## config.mk

```make
export PLATFORM = sky130hd
export DESIGN_NAME = score_ssd_scanner_flat
export DESIGN_NICKNAME = d
export VERILOG_FILES = /design/src/rtl/ssd_pkg.sv /design/src/rtl/score_ssd_scanner_if.sv /design/src/rtl/bcd_to_ssd.sv /design/src/rtl/score_ssd_scanner.sv /design/src/flat_wrapper.sv
export SDC_FILE = /design/constraint.sdc
export NUM_CORES = 1
export LEC_CHECK = 0
export ABC_CLOCK_PERIOD_IN_PS = 2800
export CORE_ASPECT_RATIO = 0.6
export CORE_MARGIN = 1.5
export CORE_UTILIZATION = 35
export DETAILED_ROUTE_END_ITERATION = 10
export PLACE_DENSITY = 0.58
export SYNTH_ARGS = -nofsm -noshare
export SYNTH_HDL_FRONTEND = slang
export SYNTH_SLANG_ARGS = --single-unit
export TNS_END_PERCENT = 5
```

## constraint.sdc

```tcl
create_clock -name clk -period 2.8 [get_ports clk]
set_input_delay 0.42 -clock clk [delete_from_list [all_inputs] [get_ports clk]]
set_output_delay 0.42 -clock clk [all_outputs]
set_load 0.05 [all_outputs]
```

## src/rtl/ssd_pkg.sv

```systemverilog
// Shared constants and types for the score seven-segment scanner.
// Segment patterns are {dp,g,f,e,d,c,b,a}, active-low.
package ssd_pkg;

  localparam logic [7:0] SEG_0    = 8'hC0;
  localparam logic [7:0] SEG_1    = 8'hF9;
  localparam logic [7:0] SEG_2    = 8'hA4;
  localparam logic [7:0] SEG_3    = 8'hB0;
  localparam logic [7:0] SEG_4    = 8'h99;
  localparam logic [7:0] SEG_5    = 8'h92;
  localparam logic [7:0] SEG_6    = 8'h82;
  localparam logic [7:0] SEG_7    = 8'hF8;
  localparam logic [7:0] SEG_8    = 8'h80;
  localparam logic [7:0] SEG_9    = 8'h90;
  localparam logic [7:0] SEG_DASH = 8'hBF;
  localparam logic [7:0] SEG_OFF  = 8'hFF;
  localparam logic [7:0] AN_OFF   = 8'hFF;

  localparam logic [2:0] IDX_ONES  = 3'd0;
  localparam logic [2:0] IDX_TENS  = 3'd1;
  localparam logic [2:0] IDX_LIVES = 3'd3;

  typedef struct packed {
    logic [3:0] ones;
    logic [3:0] tens;
    logic [3:0] lives;
  } shadow_t;

endpackage

```

## src/rtl/score_ssd_scanner_if.sv

```systemverilog
// Score/lives inputs and display outputs of the seven-segment scanner.
// The game side (master) drives the values; the scanner (slave) drives the display.
interface score_ssd_scanner_if;

  logic [3:0] score_ones;
  logic [3:0] score_tens;
  logic [3:0] lives;
  logic       blank;
  logic [7:0] an;
  logic [7:0] ssd;
  logic       frame_done;

  modport master (
    output score_ones, score_tens, lives, blank,
    input  an, ssd, frame_done
  );

  modport slave (
    input  score_ones, score_tens, lives, blank,
    output an, ssd, frame_done
  );

endinterface

```

## src/rtl/bcd_to_ssd.sv

```systemverilog
// Combinational 4-bit value to active-low seven-segment pattern; 10..15 show a dash.
module bcd_to_ssd
  import ssd_pkg::*;
(
  input  logic [3:0] val,
  output logic [7:0] seg
);

  always_comb begin
    case (val)
      4'd0:    seg = SEG_0;
      4'd1:    seg = SEG_1;
      4'd2:    seg = SEG_2;
      4'd3:    seg = SEG_3;
      4'd4:    seg = SEG_4;
      4'd5:    seg = SEG_5;
      4'd6:    seg = SEG_6;
      4'd7:    seg = SEG_7;
      4'd8:    seg = SEG_8;
      4'd9:    seg = SEG_9;
      default: seg = SEG_DASH;
    endcase
  end

endmodule

```

## src/rtl/score_ssd_scanner.sv

```systemverilog
// 8-digit multiplexed seven-segment scanner for score (ones/tens) and lives, snapshotted once per frame.
// Optional lives-digit blinking when lives==1 is enabled with `define SSD_BLINK_EN.
module score_ssd_scanner
  import ssd_pkg::*;
#(
  parameter int unsigned DIGIT_PERIOD = 100_000,
  parameter bit          LZB          = 1'b1,
  parameter int unsigned BLINK_FRAMES = 64
) (
  input  logic                clk,
  input  logic                rst,
  score_ssd_scanner_if.slave  bus
);

  localparam int unsigned DIV_W = $clog2(DIGIT_PERIOD);

  if (DIGIT_PERIOD < 2 || BLINK_FRAMES < 1) begin : g_bad_params
    $error("score_ssd_scanner: DIGIT_PERIOD must be >= 2 and BLINK_FRAMES >= 1");
  end

  logic [DIV_W-1:0] div_cnt_q, div_cnt_d;
  logic [2:0]       idx_q, idx_d;
  shadow_t          shadow_q, shadow_d;
  logic [7:0]       an_q, an_d;
  logic [7:0]       ssd_q, ssd_d;
  logic             frame_done_q, frame_done_d;

  logic             tick;
  logic             frame_tick;
  logic             lives_dark;
  logic             lit;
  logic [3:0]       digit_val;
  logic [7:0]       digit_seg;

  // NOTE: every always_comb output gets a default first so no path can infer a latch.
  always_comb begin
    tick       = (div_cnt_q == DIV_W'(DIGIT_PERIOD - 1));
    frame_tick = tick && (idx_q == 3'd7);

    div_cnt_d  = tick ? '0 : div_cnt_q + DIV_W'(1);
    idx_d      = tick ? idx_q + 3'd1 : idx_q;

    shadow_d   = shadow_q;
    if (frame_tick) begin
      shadow_d.ones  = bus.score_ones;
      shadow_d.tens  = bus.score_tens;
      shadow_d.lives = bus.lives;
    end
    frame_done_d = frame_tick;
  end

`ifdef SSD_BLINK_EN
  localparam int unsigned FRM_W = (BLINK_FRAMES > 1) ? $clog2(BLINK_FRAMES) : 1;

  logic [FRM_W-1:0] frm_cnt_q, frm_cnt_d;
  logic             blink_ph_q, blink_ph_d;

  always_comb begin
    frm_cnt_d  = frm_cnt_q;
    blink_ph_d = blink_ph_q;
    if (frame_tick) begin
      if (frm_cnt_q == FRM_W'(BLINK_FRAMES - 1)) begin
        frm_cnt_d  = '0;
        blink_ph_d = ~blink_ph_q;
      end else begin
        frm_cnt_d  = frm_cnt_q + FRM_W'(1);
      end
    end
  end

  always_ff @(posedge clk) begin
    if (rst) begin
      frm_cnt_q  <= '0;
      blink_ph_q <= 1'b0;
    end else begin
      frm_cnt_q  <= frm_cnt_d;
      blink_ph_q <= blink_ph_d;
    end
  end

  assign lives_dark = blink_ph_q && (shadow_q.lives == 4'd1);
`else
  assign lives_dark = 1'b0;
`endif

  // Slot map: choose the digit for the current idx and whether its anode lights.
  always_comb begin
    digit_val = shadow_q.ones;
    lit       = 1'b0;
    case (idx_q)
      IDX_ONES: begin
        digit_val = shadow_q.ones;
        lit       = 1'b1;
      end
      IDX_TENS: begin
        digit_val = shadow_q.tens;
        lit       = !(LZB && (shadow_q.tens == 4'd0));
      end
      IDX_LIVES: begin
        digit_val = shadow_q.lives;
        lit       = !lives_dark;
      end
      default: ;
    endcase
  end

  bcd_to_ssd u_dec (
    .val (digit_val),
    .seg (digit_seg)
  );

  always_comb begin
    an_d  = AN_OFF;
    ssd_d = SEG_OFF;
    if (lit && !bus.blank) begin
      an_d  = ~(8'b1 << idx_q);
      ssd_d = digit_seg;
    end
  end

  // NOTE: sequential state uses non-blocking assignments so all flops update from pre-edge values.
  // NOTE: the shadow registers are reset too, so a mid-frame reset never leaves a stale score on display.
  always_ff @(posedge clk) begin
    if (rst) begin
      div_cnt_q    <= '0;
      idx_q        <= '0;
      shadow_q     <= '0;
      an_q         <= AN_OFF;
      ssd_q        <= SEG_OFF;
      frame_done_q <= 1'b0;
    end else begin
      div_cnt_q    <= div_cnt_d;
      idx_q        <= idx_d;
      shadow_q     <= shadow_d;
      an_q         <= an_d;
      ssd_q        <= ssd_d;
      frame_done_q <= frame_done_d;
    end
  end

  assign bus.an         = an_q;
  assign bus.ssd        = ssd_q;
  assign bus.frame_done = frame_done_q;

endmodule

```

## src/flat_wrapper.sv

```systemverilog
// flat-port wrapper written by rule: the top's interface ports become plain ports
module score_ssd_scanner_flat import ssd_pkg::*;
#(
  parameter int unsigned DIGIT_PERIOD = 100_000,
  parameter bit          LZB          = 1'b1,
  parameter int unsigned BLINK_FRAMES = 64
)
  (clk, rst, bus_score_ones, bus_score_tens, bus_lives, bus_blank, bus_an, bus_ssd, bus_frame_done);
  score_ssd_scanner_if bus_i ();
  input  logic clk;
  input  logic rst;
  input wire logic [$bits(bus_i.score_ones)-1:0] bus_score_ones;
  input wire logic [$bits(bus_i.score_tens)-1:0] bus_score_tens;
  input wire logic [$bits(bus_i.lives)-1:0] bus_lives;
  input wire logic [$bits(bus_i.blank)-1:0] bus_blank;
  output wire logic [$bits(bus_i.an)-1:0] bus_an;
  output wire logic [$bits(bus_i.ssd)-1:0] bus_ssd;
  output wire logic [$bits(bus_i.frame_done)-1:0] bus_frame_done;
  assign bus_i.score_ones = bus_score_ones;
  assign bus_i.score_tens = bus_score_tens;
  assign bus_i.lives = bus_lives;
  assign bus_i.blank = bus_blank;
  assign bus_an = bus_i.an;
  assign bus_ssd = bus_i.ssd;
  assign bus_frame_done = bus_i.frame_done;
  score_ssd_scanner #(.DIGIT_PERIOD(DIGIT_PERIOD), .LZB(LZB), .BLINK_FRAMES(BLINK_FRAMES)) u_core (.clk(clk), .rst(rst), .bus(bus_i));
endmodule
```

# After elaboration in Yosys (flattened, before gate mapping)
# Memories as Yosys holds them, arrays and structs flattened. A register that Yosys moved wholly into a read port is not among the register bits.
# Index checks and enable logic that the tools add are counted.
dict set report word_totals {
  regBits 49
  mem_bits_ro 112
  inputBits 15
  output_inout_bits 17
  elab_cells 29
  n_memories 1
}
# memory depth word_bits rd rd_ports_with_merged_regs wr line
set memory_table {}
lappend memory_table {{(no name shown)} 16 7 1 1 0 bcd_to_ssd.sv:10} ;# case (val)
dict set report classes {
  add_sub_neg 2
  eq_ne 4
  n_shift 1
  muxes 2
  n_bitwise 2
  reduce_logical 9
}
# op count
set ops {}
lappend ops {{17-bit by 1-bit adder with 17-bit output, second input constant} 1}
lappend ops {{17-bit equality test, second input constant} 1}
lappend ops {{8-bit NOT} 1}
lappend ops {{4-bit case mux with 2 select lines} 1}
lappend ops {{1-bit by 3-bit left shift with 8-bit output, first input constant} 1}
lappend ops {{2-bit OR reduction} 3}
lappend ops {{4-bit zero test} 1}
lappend ops {{3-bit by 1-bit adder with 3-bit output, second input constant} 1}
lappend ops {{3-bit by 1-bit equality test with 1-bit output, second input constant} 1}
lappend ops {{3-bit by 2-bit equality test with 1-bit output, second input constant} 1}
lappend ops {{3-bit equality test, second input constant} 1}
lappend ops {{3-bit zero test} 1}
lappend ops {{1-bit logical AND} 2}
lappend ops {{1-bit zero test} 2}
lappend ops {{1-bit case mux with 2 select lines} 1}
lappend ops {{1-bit NOT} 1}

# Depth between registers and ports, before layout
# Gate-level depths: netlist (run 1).
dict set report logic_depth {
  depth_word 6
  mapped_depth 11
  mapped_depth_nobuf 9
}

# Cells and area by module
# A second synthesis (run 1) with hierarchy kept.
dict set report hier_totals {
  cells_unflattened 261
  area_unflattened_um2 2314.7
}
# mod n_inst cells_per_inst area_each_um2 seq_area_each_um2
set modules_own_cells {}
lappend modules_own_cells {score_ssd_scanner 1 228 2079.5 980.9}
lappend modules_own_cells {bcd_to_ssd 1 33 235.2 0.0}

# Worst setup path before layout (run 1)
# OpenSTA, ideal clock, no wires.
dict set report synth_timing {
  path_kind {reg-to-reg}
  from {register u_core.idx_q[2]}
  to {register u_core.ssd_q[3], in the netlist u_core.bus.ssd[3]}
  setup_ns 0.134
  t_arrival_ns 1.989
  required_time_ns 2.666
  slack_ns 0.677
  path_stages_with_launch 10
  path_buffers 2
  cell_sequence {dfxtp_1 buf_2 inv_1 ha_1 buf_1 o311ai_2 inv_1 ha_1 a21o_1 nand4_1}
}
dict set report synth_between {
  elab_chain_cells 6
  word_cells_on_any_way 9
  classes_between {eq/ne: 2; mux: 2; bitwise: 1; reduce/logical: 4}
}
# element line
set synth_lines {}
lappend synth_lines {{from (decl)} score_ssd_scanner.sv:22} ;# logic [2:0] idx_q, idx_d;
lappend synth_lines {{from (signal assigned)} score_ssd_scanner.sv:133} ;# idx_q <= idx_d;
lappend synth_lines {{3-bit by 2-bit equality test with 1-bit output / 3-bit zero test (equally long branches)} score_ssd_scanner.sv:90} ;# case (idx_q)
lappend synth_lines {{2-bit OR reduction (no source line)} --}
lappend synth_lines {{1-bit case mux with 2 select lines} score_ssd_scanner.sv:90}
lappend synth_lines {{1-bit logical AND} score_ssd_scanner.sv:115} ;# if (lit && !bus.blank) begin
lappend synth_lines {{1-bit NOT (no source line)} --}
lappend synth_lines {{2-bit OR reduction (no source line)} --}
lappend synth_lines {{to (decl)} score_ssd_scanner.sv:25} ;# logic [7:0] ssd_q, ssd_d;
# Parallel ways exist; a longest one is shown, timed or not.
# A chain may end at the register's enable or synchronous reset.

# Worst setup path in the final report (run 1)
dict set report layout_timing {
  from {register u_core.idx_q[1]}
  to {register u_core.ssd_q[3], in the netlist u_core.bus.ssd[3]}
}
# Same word-level chain as after synthesis.

==> flow_summary.yaml, run 1 <==
finish:
  syn2layout_area_growth_pct: 21.2
  post-route-util_pct: 43.7
  antenna_cells: 0
  final_nets: 295
  stdcell_area_sq_um: 2660
  layout-drive-gt1-share_pct: 8.49
run:
  maxCapViolCount: 0
logic_synthesis:
  ys_seq_area_share_pct: 43.9
  synth_top_area_share_pct: 43.9
  ys_ff_latch: 48
  yosysUniqueCellTypes: 43
  syn_avg_cell_area_sq_um: 9.02
  synthFlopType: "dfxtp_1"
  async_flop_share_pct: 0
  synth.area.top_cells: "dfxtp_1 (44%), ha_1 (5.7%), nand3_1 (5.3%)"
  synth_edf_count: 0
  yosys_warnings: 0
  synth_area_sq_um: 2190
  post-synth-top-count-cell: "dfxtp_1"
  synthesis.nets: 268
  synth_cells: 243
  yosys.area.top_type: "dfxtp_1"
  synthTopCellsByCount: "dfxtp_1 (48), nand3_1 (23), nor2_1 (20)"
timing:
  finalMaxSlewViolations: 0
  maxSlewHeadroom_pct: 57.0
  fin_worst_skew_ns: 0.00857
  max_freq_mhz: 438
  post-route-min-period_ns: 2.28
  setup_viol: 0
  fin_tns_setup_ns: 0
  worst_slack_ns: 0.518
  period_share_pct: 81.5
  report.final.hold_viol_count: 0
  worst_pin_slew_ns: 0.644
  rsz0062_at_grt: "no"
die:
  num_rows: 22
  fp.dieH_um: 64.3
  dieArea_sq_um: 6760
  io_pins: 32
  floorplan.initialDensity_pct: 36.0
  fp.coreArea_sq_um: 6080
  die_w_um: 105
route:
  drc_errors: 0
  vias_per_cell: 4.91
  num_vias: 1744
  drt_iter0_drc: 78
  ant_nets: 0
  post_drt_wl_per_cell_um: 13.6
  drt_pre_antenna_iters: 4
  drt_wl_total_mm: 4.82
min_path:
  min_from: "u_core.div_cnt_q[0]"
  hp-class: "reg2reg"
setup_path:
  worstPathMaxFanout: 8
  rr_startpoint: "u_core.idx_q[1]"
  endpoint_kind: "register"
  start_kind: "register"
  path_class: "reg2reg"
  cp_data_arrival_time_ns: 2.45
  cp.required_ns: 2.96
  startpoint: "u_core.idx_q[1]"
clock_tree:
  cts-root-buf: "clkbuf_8"
  htreeDepth: 2
  cts_hold_buffers: 0
  cts_resized: 0
  cts_tree: "built"
  post-cts-setup-buffers: 0
  clk-insertion-delay-late_ns: 0.30
  numCtsBuffers: 5
  cts.clk_slew.worst_paths_ns: 0.09
  clockBufferDepth: 2
  clock_sinks: 48
grt:
  grt_pass1_wl_mm: 7.87
  grt_pass1_vias: 1587
  antenna_found_initial: 0
  grt_usage_pct: 15.0
  grt_max_degree: 19
  grt-ovfl-total: 0
placement:
  dpl_cell_area_sq_um: 2550
  dpl.hpwl_mm: 3.44
  port_buffers: 30
  place_congestion: 0.827
  place_ws_ns: 0.566
pwr:
  power_w: 0.00127
  power.density_nw_per_um2: 477
  peakVddDrop_uv: 262
  p_leak_nw: 0.914
status:
  status: "finished, final reports clean"
==> cell families (layout without fill, tap and decap cells) <==
logic type	after synthesis	in the layout	share of synthesized area, %
buffers and inverters	29	57	6.45
AO/OA/AOI/OAI	48	48	14.6
flip-flops	48	48	43.9
adder cells (fa/ha/maj)	10	10	5.71
XOR/XNOR	14	14	5.60
AND/OR/NAND/NOR	92	92	23.2
multiplexers	1	1	0.457
other	1	1	0.171
==> worst paths after layout <==
check	to	slack [ns]	depth (start not counted)
max	u_core.bus.ssd[3]	0.52	9
min	u_core.div_cnt_q[0]	0.48	1
max reg2reg	u_core.bus.ssd[3]	0.52	9
min reg2reg	u_core.div_cnt_q[0]	0.48	1
==> through the flow <==
stage,cells,hold WS (ns)
final,355,0.475
after global routing,355,0.508
after CTS,355,0.477
after detailed placement,347,0.455
after global placement,347,0.444
after floorplan,243,0.429
==> layout make-up <==
class                      instances  area (sq um)
clock buffer                       6          72.6
clock inverter                     2          35.0
fill                             582          3430
inverter                          13          48.8
multi-input combinational        166          1090
sequential                        48           961
tap                               84           105
timing repair buffer              36           345
==> state kept, by name, indices dropped and copies added, names as in the netlist <==
name,flops
u_core.bus.an,8
u_core.bus.frame_done,1
u_core.bus.ssd,7
u_core.div_cnt_q,17
u_core.idx_q,3
u_core.shadow_q,12
==> routing by layer <==
layer	wire, um	track usage [%]
met3	157	3.78
met4	29	4.79
met5	0	0
met1	2860	23.6
met2	1770	19.1
==> power by group <==
part	switching, W	internal (W)
Clock	0.000226	0.000265
Combinational	0.0000439	0.0000346
Sequential	0.00000532	0.000691
==> worst max-delay path, cell delays in order (launching register included) <==
cell      delay (ns)
dfxtp_1         0.40
inv_1           0.08
ha_1            0.27
nor2b_1         0.16
buf_4           0.16
o311ai_2        0.42
inv_1           0.14
ha_1            0.32
a21o_1          0.11
nand4_1         0.09
==> cell usage in the layout (no fill, tap or decap), drive strengths merged, types with 4 or more instances in the layout <==
| master | count |
|---|---|
| a21oi | 15 |
| and4 | 4 |
| buf | 6 |
| clkbuf | 6 |
| clkdlybuf4s50 | 30 |
| dfxtp | 48 |
| ha | 10 |
| inv | 13 |
| nand2 | 12 |
| nand3 | 23 |
| nand3b | 4 |
| nand4 | 11 |
| nor2 | 20 |
| nor3 | 6 |
| o21ai | 18 |
| o311ai | 4 |
| xnor2 | 8 |
| xor2 | 6 |
Power figures use the tool's default switching activity.
==> run 2, diff against run 1 <==
- ABC_CLOCK_PERIOD_IN_PS: 2800 -> 2200
- clock period: 2.8 -> 2.2 ns (I/O delays scaled with it)
==> run 2 against run 1 <==
Against the previous run: global-route usage rose by 0.061 points; clock power rose by 42%; register-to-register slack got worse by 0.38 ns; combinational power rose by 28%; sequential power is 27% higher; critical path depth down 2; die area stayed put; setup slack worse by 0.38 ns; sequential share of layout area fell by 1.0 points; wire length shrank 0.21%; design area increased by 2.9%; non-clock buffer count up 7; highest routed layer unchanged.
==> flow_summary.yaml, run 2 (synthesis gave the netlist of run 1 again) <==
die:
  io_pins: 32
  dieArea_sq_um: 6760
  die_w_um: 105
  fp.coreArea_sq_um: 6080
  fp.dieH_um: 64.3
  num_rows: 22
  floorplan.initialDensity_pct: 36.0
route:
  vias_per_cell: 4.96
  post_drt_wl_per_cell_um: 13.3
  drt_iter0_drc: 83
  drt_pre_antenna_iters: 4
  drc_errors: 0
  drt_wl_total_mm: 4.81
  num_vias: 1794
  ant_nets: 0
grt:
  grt_pass1_wl_mm: 7.96
  grt_usage_pct: 15.1
  antenna_found_initial: 0
  grt_max_degree: 18
  grt_pass1_vias: 1609
  grt-ovfl-total: 0
timing:
  fin_tns_setup_ns: 0
  post-route-min-period_ns: 2.06
  period_share_pct: 93.7
  max_freq_mhz: 485
  worst_slack_ns: 0.139
  finalMaxSlewViolations: 0
  maxSlewHeadroom_pct: 65.5
  setup_viol: 0
  fin_worst_skew_ns: 0.00895
  report.final.hold_viol_count: 0
  worst_pin_slew_ns: 0.517
  rsz0062_at_grt: "no"
setup_path:
  path_class: "reg2reg"
  start_kind: "register"
  worstPathMaxFanout: 8
  max_stage_delay_ns: 0.43
  crit_chain: "ha_1 > ha_1 > o311a_1 > inv_2 > ha_1 > inv_1 > o311ai_0"
  endpoint_kind: "register"
  cp.required_ns: 2.39
  cp_data_arrival_time_ns: 2.26
  worst_path_max_delay_cell: "o311a_1"
  crit_top_cell: "ha_1"
pwr:
  p_leak_nw: 0.958
  switching_share_pct: 21.2
  power.density_nw_per_um2: 615
  peakVddDrop_uv: 219
  pwr-share-clk_pct: 41.3
  p_sw_w: 0.000356
  pwr-share-comb_pct: 6.0
  p_seq_share_pct: 52.7
  internal-power_w: 0.00133
clock_tree:
  clock_sinks: 48
  cts-root-buf: "clkbuf_8"
  clk-insertion-delay-late_ns: 0.30
  cts.clk_slew.worst_paths_ns: 0.09
  numCtsBuffers: 5
  htreeDepth: 2
  clockBufferDepth: 2
  cts_tree: "built"
finish:
  syn2layout_area_growth_pct: 24.7
  finalNonFillerCells: 362
  final_cell_mix: "dfxtp_1 (48), clkdlybuf4s50_1 (30), nand3_1 (23)"
  largest_reg_flops: 17
  final_common_cell: "dfxtp_1"
  stdcell_area_sq_um: 2730
  antenna_cells: 0
  final_nets: 302
  top_register: "u_core.div_cnt_q"
  layout-drive-gt1-share_pct: 11.9
placement:
  dpl.hpwl_mm: 3.55
  port_buffers: 30
  placed_cells: 354
  place_congestion: 0.818
  dpl_cell_area_sq_um: 2600
  place_ws_ns: 0.169
status:
  status: "finished, final reports clean"
run:
  maxCapViolCount: 0
min_path:
  hp-class: "reg2reg"
run 2: changes by cell type in the layout (fill, tap and decap cells not counted), sizes merged:
cell	before	now
buf	6	13
clkbuf	6	7
clkinv	1	0
run 2: per-stage QoR:
step / util [%] / hold WS (ns) / total power (W)
after detailed placement: 42.8 / 0.456 / 0.00101
after CTS: 44.8 / 0.478 / 0.00170
after global routing: 44.9 / 0.506 / 0.00175
after global placement: 42.8 / 0.445 / 0.00101
after floorplan: - / 0.429 / 0.000960
final: 44.9 / 0.472 / 0.00168
run 2: layout make-up:
type,count,area (sq um)
Clock inverter,1,30.0
Sequential cell,48,961
Multi-Input combinational cell,166,1090
Inverter,13,48.8
Fill cell,586,3350
Clock buffer,7,96.3
Timing Repair Buffer,43,398
Tap cell,84,105
run 2: routing by layer:
metal	GRT usage, %	vias to the layer above	routed length, um
li1	-	931	-
met3	4.29	4	308
met2	19.1	49	1720
met4	4.28	0	40
met5	0	-	0
met1	23.7	810	2740
run 2: worst max-delay path: cells and delay by family (launching register included):
kind / cells / cell delay, ns
buffers and inverters: 2 / 0.18
DFF: 1 / 0.36
adders and majority gates: 3 / 0.69
AOI/OAI and AO/OA: 2 / 0.72
run 2: what timing repair did:
action / CTS / global route
gates resized for setup: 0 / 2
setup buffers: 0 / 0
hold endpoints to repair: 0 / 0
endpoints found under the setup margin: 0 / 3
hold buffers: 0 / 0
run 2: power groups by stage:
| stage | combinational, W | sequential (W) | clock (W) |
|---|---|---|---|
| final | 0.000100 | 0.000886 | 0.000695 |
| after global routing | 0.000106 | 0.000888 | 0.000757 |
| after CTS | 0.000101 | 0.000886 | 0.000718 |
| after detailed placement | 0.000101 | 0.000906 | 0 |
| after global placement | 0.000100 | 0.000906 | 0 |
| after floorplan | 0.0000297 | 0.000931 | 0 |
run 2: worst paths after layout:
path	end	start	slack (ns)	depth (start not counted)
hold reg to reg	u_core.div_cnt_q[0]	u_core.div_cnt_q[0]	0.47	1
setup / recovery	u_core.bus.ssd[2]	u_core.idx_q[0]	0.14	7
setup reg to reg	u_core.bus.ssd[2]	u_core.idx_q[0]	0.14	7
hold / removal	u_core.div_cnt_q[0]	u_core.div_cnt_q[0]	0.47	1
==> run 3, diff against run 2 <==
- ABC_CLOCK_PERIOD_IN_PS: 2200 -> unset
- CELL_PAD_IN_SITES_DETAIL_PLACEMENT: unset -> 0
- CELL_PAD_IN_SITES_GLOBAL_PLACEMENT: unset -> 1
- PLACE_DENSITY: 0.58 -> 0.71
==> run 3 against run 2 <==
Against the previous run: non-clock buffer count unchanged; die area unchanged; global-route usage increased by 0.40 points; sequential share of layout area fell by 0.13 points; wire length shrank 0.35%; design area is 0.37% higher; via count up 0.89%; utilization up 0.16 points; first-iteration DRC count did not move; clock skew down 0.0053 ns; combinational power about the same; critical endpoint unchanged.
==> flow_summary.yaml, run 3 (synthesis gave the netlist of run 1 again) <==
placement:
  port_buffers: 30
  place_congestion: 0.873
  dpl.hpwl_mm: 3.60
setup_path:
  endpoint_kind: "register"
  rrSetupSlack_ns: 0.24
  rr_startpoint: "u_core.idx_q[0]"
  rr_worst_depth: 7
  max_stage_delay_ns: 0.40
  start_kind: "register"
  crit_chain: "ha_1 > ha_2 > o311a_4 > inv_2 > ha_1 > inv_1 > o311ai_0"
  worst_path_max_delay_cell: "o311a_4"
  path_class: "reg2reg"
  crit_top_cell: "ha_1"
  worstPathMaxFanout: 8
  r2r_end: "u_core.bus.ssd[2]"
  cp.required_ns: 2.39
  cp_data_arrival_time_ns: 2.16
grt:
  grt-ovfl-total: 0
  antenna_found_initial: 0
  grt_pass1_vias: 1583
  grt_max_degree: 19
  grt_pass1_wl_mm: 8.14
  grt_usage_pct: 15.5
finish:
  final_common_cell: "dfxtp_1"
  largest_reg_flops: 17
  layout-drive-gt1-share_pct: 11.9
  antenna_cells: 0
  multi_input_area_sq_um: 1120
  top_register: "u_core.div_cnt_q"
  final_nets: 302
  nFillCells: 617
  area.sequential_sq_um: 961
  syn2layout_area_growth_pct: 25.2
  final_cell_mix: "dfxtp_1 (48), clkdlybuf4s50_1 (30), nand3_1 (23)"
route:
  ant_nets: 0
  drt_wl_total_mm: 4.79
  vias_per_cell: 5.00
  drt_iter0_drc: 83
  num_vias: 1810
  post_drt_wl_per_cell_um: 13.2
  drc_errors: 0
  drt_pre_antenna_iters: 4
die:
  io_pins: 32
  floorplan.initialDensity_pct: 36.0
  fp.dieH_um: 64.3
  die_w_um: 105
  fp.coreArea_sq_um: 6080
  dieArea_sq_um: 6760
  num_rows: 22
timing:
  fin_tns_setup_ns: 0
  hold_ws_ns: 0.479
  finalMaxSlewViolations: 0
  report.final.hold_viol_count: 0
  post-route-min-period_ns: 1.96
  fin_worst_skew_ns: 0.00360
  period_share_pct: 89.2
  setup_viol: 0
  rsz0062_at_grt: "no"
  maxSlewHeadroom_pct: 61.5
  worst_pin_slew_ns: 0.577
  max_freq_mhz: 510
min_path:
  hp-class: "reg2reg"
  min_from: "u_core.div_cnt_q[0]"
  hold_depth: 1
  holdPathEnd: "u_core.div_cnt_q[0]"
clock_tree:
  post-cts-setup-buffers: 0
  numCtsBuffers: 5
  clockBufferDepth: 2
  htreeDepth: 2
  cts.clk_slew.worst_paths_ns: 0.09
  cts_tree: "built"
  clk-insertion-delay-late_ns: 0.29
  cts-root-buf: "clkbuf_8"
  clock_sinks: 48
status:
  status: "finished, final reports clean"
run:
  maxCapViolCount: 0
pwr:
  p_leak_nw: 0.955
  power.density_nw_per_um2: 590
  peakVddDrop_uv: 204
  power_w: 0.00162
[run 3: routing by layer]
metal / wire length, um / track usage (%) / vias up
li1: - / - / 927
met3: 239 / 3.98 / 5
met4: 46 / 4.11 / 0
met5: 0 / 0 / -
met1: 2820 / 25.4 / 834
met2: 1680 / 18.7 / 44
[run 3: worst max-delay path by stage]
stage                        startpoint  cells past startpoint                 end  slack, ns
global route        u_core.div_cnt_q[0]                      6  u_core.shadow_q[3]       0.07
CTS                     u_core.idx_q[0]                      7   u_core.bus.ssd[2]       0.13
detailed placement      u_core.idx_q[0]                      7   u_core.bus.ssd[2]       0.16
finish                  u_core.idx_q[0]                      7   u_core.bus.ssd[2]       0.24
global placement        u_core.idx_q[0]                      7   u_core.bus.ssd[2]       0.23
floorplan               u_core.idx_q[2]                      9   u_core.bus.ssd[3]       0.08
[run 3: final cells by class]
cell class / count / share of cell area, %
clock inverter: 3 / 1.55
sequential: 48 / 35.0
timing repair buffer: 43 / 14.5
multi-input combinational: 166 / 40.8
clock buffer: 5 / 2.51
inverter: 13 / 1.78
tap: 84 / 3.83
[run 3: critical path, delay by kind of cell, from the launching register on]
kind	cells	cell delay, ns
AO/OA/AOI/OAI	2	0.69
adder cells (fa/ha/maj)	3	0.64
buffers and inverters	2	0.18
flip-flops	1	0.36
[run 3: timing repair]
action                                  4_1_cts  5_1_grt
gates resized for setup                       0        4
hold buffers                                  0        0
endpoints found under the setup margin        0        2
[run 3: stage by stage]
stage                     instance area (sq um)  util (%)  instances  setup slack (ns)
after floorplan                            2190         -        243            0.0772
after CTS                                  2710      44.6        362             0.129
final                                      2740      45.1        362             0.238
after detailed placement                   2600      42.8        354             0.160
after global placement                     2600      42.8        354             0.233
after global routing                       2740      45.1        362            0.0675
[run 3: where the power goes]
part	switching, W	leakage [nW]	total, W	internal, W
clock network	0.000294	0.0541	0.000631	0.000336
logic	0.0000564	0.512	0.000101	0.0000446
registers	0.00000647	0.390	0.000886	0.000880
total	0.000357	0.955	0.00162	0.00126
